[src/rtl/mem_port_arbiter.sv]
// mem_port_arbiter: shares one single-ported unified code/data SRAM between the
// instruction-fetch port and the load/store port. Data accesses have priority;
// fetch gains priority after MAX_WAIT consecutive denied cycles. Read data is
// routed back to its requester through a READ_LATENCY-deep tag pipeline.
// Optional build macro: MEM_ARB_PERF_EN enables the conflict_count counter.
module mem_port_arbiter #(
    parameter int unsigned ADDR_W       = 16,
    parameter int unsigned READ_LATENCY = 1,
    parameter int unsigned MAX_WAIT     = 4
) (
    input  logic              clk,
    input  logic              rst,
    input  logic              instruction_enable,
    input  logic [31:0]       instruction_address,
    output logic              instr_grant,
    output logic [31:0]       instr,
    output logic              instr_valid,
    input  logic              read_enable,
    input  logic              write_enable,
    input  logic [31:0]       address,
    input  logic [31:0]       write_data,
    input  logic [3:0]        byte_enables,
    output logic              data_grant,
    output logic [31:0]       read_data,
    output logic              result_valid,
    output logic              mem_en,
    output logic              mem_we,
    output logic [ADDR_W-1:0] mem_addr,
    output logic [3:0]        mem_be,
    output logic [31:0]       mem_wdata,
    input  logic [31:0]       mem_rdata,
    output logic [31:0]       conflict_count
);

    localparam int unsigned WAIT_W = (MAX_WAIT < 1) ? 1 : $clog2(MAX_WAIT + 1);
    localparam logic [WAIT_W-1:0] WAIT_LIM = WAIT_W'(MAX_WAIT);

    logic                    data_req;
    logic                    fetch_wins;
    logic                    read_grant;
    logic [WAIT_W-1:0]       wait_cnt_q, wait_cnt_d;
    logic [READ_LATENCY-1:0] tag_vld_q, tag_vld_d;
    logic [READ_LATENCY-1:0] tag_ins_q, tag_ins_d;
    logic [31:0]             instr_q, instr_d;
    logic [31:0]             read_data_q, read_data_d;

    // Address bits below the word offset and above the memory size are don't-care.
    logic unused_addr_bits;
    assign unused_addr_bits = ^{instruction_address[31:ADDR_W+2], instruction_address[1:0],
                                address[31:ADDR_W+2], address[1:0]};

    // Per-cycle arbitration and memory-port drive from the granted requester.
    always_comb begin
        data_req    = read_enable | write_enable;
        fetch_wins  = instruction_enable && (!data_req || (wait_cnt_q >= WAIT_LIM));
        instr_grant = !rst && fetch_wins;
        data_grant  = !rst && data_req && !fetch_wins;
        read_grant  = instr_grant || (data_grant && !write_enable);
        mem_en      = instr_grant || data_grant;
        mem_we      = data_grant && write_enable;
        mem_addr    = '0;
        mem_be      = '0;
        mem_wdata   = '0;
        if (instr_grant) begin
            mem_addr = instruction_address[ADDR_W+1:2];
            mem_be   = 4'hF;
        end else if (data_grant) begin
            mem_addr = address[ADDR_W+1:2];
            if (write_enable) begin
                mem_be    = byte_enables;
                mem_wdata = write_data;
            end else begin
                mem_be = 4'hF;
            end
        end
    end

    // Fetch starvation counter: counts consecutive denied fetch cycles, saturating.
    always_comb begin
        wait_cnt_d = '0;
        if (instruction_enable && !instr_grant) begin
            wait_cnt_d = (wait_cnt_q >= WAIT_LIM) ? WAIT_LIM : wait_cnt_q + WAIT_W'(1);
        end
    end

    // Tag pipeline shift: stage 0 captures each read grant and its originating port.
    always_comb begin
        tag_vld_d    = '0;
        tag_ins_d    = '0;
        tag_vld_d[0] = read_grant;
        tag_ins_d[0] = instr_grant;
        for (int unsigned i = 1; i < READ_LATENCY; i++) begin
            tag_vld_d[i] = tag_vld_q[i-1];
            tag_ins_d[i] = tag_ins_q[i-1];
        end
    end

    // Response routing; returned data bypasses the holding register so it is
    // visible in the same cycle as its valid pulse, then holds until the next return.
    always_comb begin
        instr_valid  = tag_vld_q[READ_LATENCY-1] && tag_ins_q[READ_LATENCY-1];
        result_valid = tag_vld_q[READ_LATENCY-1] && !tag_ins_q[READ_LATENCY-1];
        instr        = instr_valid ? mem_rdata : instr_q;
        read_data    = result_valid ? mem_rdata : read_data_q;
        instr_d      = instr;
        read_data_d  = read_data;
    end

    // State registers; reset drops any in-flight reads.
    always_ff @(posedge clk or posedge rst) begin
        if (rst) begin
            wait_cnt_q  <= '0;
            tag_vld_q   <= '0;
            tag_ins_q   <= '0;
            instr_q     <= '0;
            read_data_q <= '0;
        end else begin
            wait_cnt_q  <= wait_cnt_d;
            tag_vld_q   <= tag_vld_d;
            tag_ins_q   <= tag_ins_d;
            instr_q     <= instr_d;
            read_data_q <= read_data_d;
        end
    end

`ifdef MEM_ARB_PERF_EN
    logic [31:0] conflict_q, conflict_d;

    // Count cycles in which both requesters are active (wraps at 2^32).
    always_comb begin
        conflict_d = conflict_q;
        if (instruction_enable && data_req) begin
            conflict_d = conflict_q + 32'd1;
        end
    end

    // Conflict counter register.
    always_ff @(posedge clk or posedge rst) begin
        if (rst) begin
            conflict_q <= '0;
        end else begin
            conflict_q <= conflict_d;
        end
    end

    assign conflict_count = conflict_q;
`else
    assign conflict_count = '0;
`endif

endmodule
[config.mk]
export PLATFORM = sky130hd
export DESIGN_NAME = mem_port_arbiter
export DESIGN_NICKNAME = d
export VERILOG_FILES = /design/src/rtl/mem_port_arbiter.sv
export SDC_FILE = /design/constraint.sdc
export NUM_CORES = 1
export LEC_CHECK = 0
export ABC_AREA = 1
export CAP_MARGIN = 20
export CORE_AREA = 3 3 111 113
export DETAILED_ROUTE_END_ITERATION = 12
export DIE_AREA = 0 0 114 116
export PLACE_DENSITY = 0.74
export SYNTH_ARGS = -nofsm -noshare
export SYNTH_HDL_FRONTEND = slang
export SYNTH_SLANG_ARGS = --single-unit
[constraint.sdc]
create_clock -name clk -period 7.4 [get_ports clk]
set_clock_uncertainty 0.15 [all_clocks]
set_input_delay 1.48 -clock clk [delete_from_list [all_inputs] [get_ports clk]]
set_output_delay 1.48 -clock clk [all_outputs]
set_load 0.01 [all_outputs]
==> out/results.tsv <==
metric	value	unit
status	finished, final reports clean	
end_kind	primary output	
clock_sinks	69	
fmax	0.170	GHz
cts_tree	done	
rows	39	
finalWeightedCongestion	0.812	
crit_fanout	36	
tns	0	ns
synth.distinct_cells	22	
synth_xor_area_share	0	%
cts_root_buf	clkbuf_16	
cts_htree_levels	3	
start_util	30.7	%
multi_input_area	1340	um2
finalSetupViolCount	0	
nets	795	
seq_area	1730	um2
hold_path_class	register to register	
core_area	11400	um2
diodes	0	
dr.pass1.iters	4	
hold_viol	0	
worstPathRequired	5.77	ns
routed_wl	11600	um
clock_path_buffers	2	
drtAntennaViolNets	0	
synth_mux_area_share	0	%
dieHeight	116	um
async_flop_share	100	%
start_kind	input pin	
portBuffers	226	
ir_drop	0.165	mV
syn_area_per_cell	7.90	um2
grt_pass1_vias	3628	
synth_top_family_by_area	simple AND/OR/NAND/NOR gates	
dpl_cell_area	5690	um2
grt_pass1_wl	18200	um
synth_flop_cell	dfrtp_1	
vias_per_cell	4.48	
drc	0	
final_area	6050	um2
synth_edf_count	0	
first_iter_violations	156	
hold_slack	0.347	ns
crit_chain	clkdlybuf4s50_1 > buf_4 > nor2_1 > nor2_2 > nand2_4 > nor2_1 > clkdlybuf4s50_1	
dpl.hpwl	8680	um
syn_inst	444	
drive_gt1_share	4.24	%
vias	3598	
path_class	input pin to primary output	
drv_cap	0	
fin_crit_sh	79.6	%
slew_headroom	35.1	%
worstSkewPairLatency	0.32	ns
area_delta_synth_final	72.4	%
cts_setup_buffers	0	
rsz0062_at_grt	no	
ys_seq_elements	69	
slew_violations	0	
hold_buffers	0	
crit_buf_inv	3	
synth_compound_area_share	10.4	%
crit_slowest_cell	nor2_2	
routedWlPerCell	14.4	um
grtUsageTotal	17.0	%
fp.dieW	114	um
finalPower	1.44	mW
cp_top_family	simple AND/OR/NAND/NOR gates	
antenna_found_initial	0	
tightest_slew	0.973	ns
grt_overflow	0	
grt_max_degree	80	
cts_made_buffers	9	
cp.arrival	4.26	ns
powerDensity	237	nW/um2
clk_pin_slew_worst_paths	0.06	ns
cts-resized-gates	0	
pin_count	291	
cpPeakStageDelay	0.65	ns
yosysWarnings	0	
leakage	2.85	nW
n_fill_cell	1076	
syn_area	3510	um2
period_needed	5.89	ns
synthAdderAreaFrac	0.713	%
die_area	13200	um2
ys_seq_area_share	49.2	%
synth-simple-area-share	23.6	%
area by class of cell:
class | instances | share of cell area, %
Inverter | 44 | 2.75
Clock buffer | 9 | 3.72
Timing Repair Buffer | 230 | 38.3
Clock inverter | 7 | 1.59
Multi-Input combinational cell | 302 | 22.1
Sequential cell | 69 | 28.5
Tap cell | 143 | 2.96
state kept, by name, indices dropped and copies added (netlist names):
signal	cells
read_data_q	32
tag_ins_q	1
tag_vld_q	1
wait_cnt_q	3
instr_q	32
worst paths after layout:
check,end,from,cells after the start,slack [ns]
min in group asynchronous,tag_vld_q$_DFF_PP0_,rst,3,1.79
hold reg to reg,instr_q[0]$_DFF_PP0_,instr_q[0]$_DFF_PP0_,2,0.35
setup reg to reg,read_data_q[10]$_DFF_PP0_,tag_ins_q$_DFF_PP0_,3,5.80
max in group asynchronous,read_data_q[29]$_DFF_PP0_,rst,3,4.65
setup / recovery,mem_wdata[17],write_enable,7,1.51
hold / removal,instr_q[0]$_DFF_PP0_,instr_q[0]$_DFF_PP0_,2,0.35
cells in the mapped netlist, types with 2 or more instances:
cell | instances | area [um2]
nand4_1 | 16 | 100
clkbuf_1 | 13 | 48.8
nand3_1 | 18 | 90.1
buf_2 | 8 | 40.0
buf_6 | 5 | 56.3
nand2_4 | 2 | 22.5
o21ai_0 | 65 | 325
dfrtp_1 | 69 | 1730
inv_1 | 43 | 161
buf_4 | 33 | 248
o21ai_1 | 3 | 15.0
nand2_1 | 118 | 443
nor2_1 | 41 | 154
ha_1 | 2 | 25.0
cells by family (layout without fill, tap and decap cells):
kind of cell / Yosys count / count (layout)
flip-flops: 69 / 69
AO/OA/AOI/OAI: 70 / 70
buffers and inverters: 104 / 290
AND/OR/NAND/NOR: 198 / 198
other: 1 / 32
adder cells (fa/ha/maj): 2 / 2
cells in the final DEF (no fill, tap or decap):
master,synthesis,final
buf_12,0,2
nand2_2,0,1
o21bai_1,1,1
inv_6,0,2
clkdlybuf4s50_1,0,226
nand3_1,18,18
dfrtp_1,69,69
o21ai_1,3,3
nor2_2,1,1
nor2_1,41,41
nand2_4,2,2
clkinv_2,0,3
nand4_1,16,16
or2_2,1,2
inv_1,43,43
buf_4,33,2
o21ai_4,1,1
bufinv_16,0,2
conb_1,1,32
clkinv_4,0,1
nand2_1,118,117
ha_1,2,2
o21ai_0,65,65
clkbuf_16,0,9
power by group:
group,leakage [nW],internal (mW),switching [mW]
clock network,0.160,0.297,0.161
logic,1.87,0.264,0.225
registers,0.826,0.465,0.0244
metal layers:
layer | global-route usage (%) | routed length, um | up-vias
met3 | 5.38 | 1090 | 15
li1 | - | - | 1761
met4 | 5.15 | 207 | 0
met5 | 0 | 0 | -
met2 | 28.8 | 5760 | 181
met1 | 20.9 | 4530 | 1641
worst register-to-register path, stage by stage (launching register included):
cell and delay [ns]:
dfrtp_1 0.38, or2_2 0.38, buf_12 0.21, o21ai_0 0.35
metrics by stage:
step	setup WS (ns)	utilization (%)	instances
global placement	1.52	49.8	786
global route	1.26	53.0	804
detailed placement	1.47	49.8	786
CTS	1.46	52.6	802
finish	1.51	53.0	804
floorplan	1.55	-	475
(Power assumes the default switching activity.)
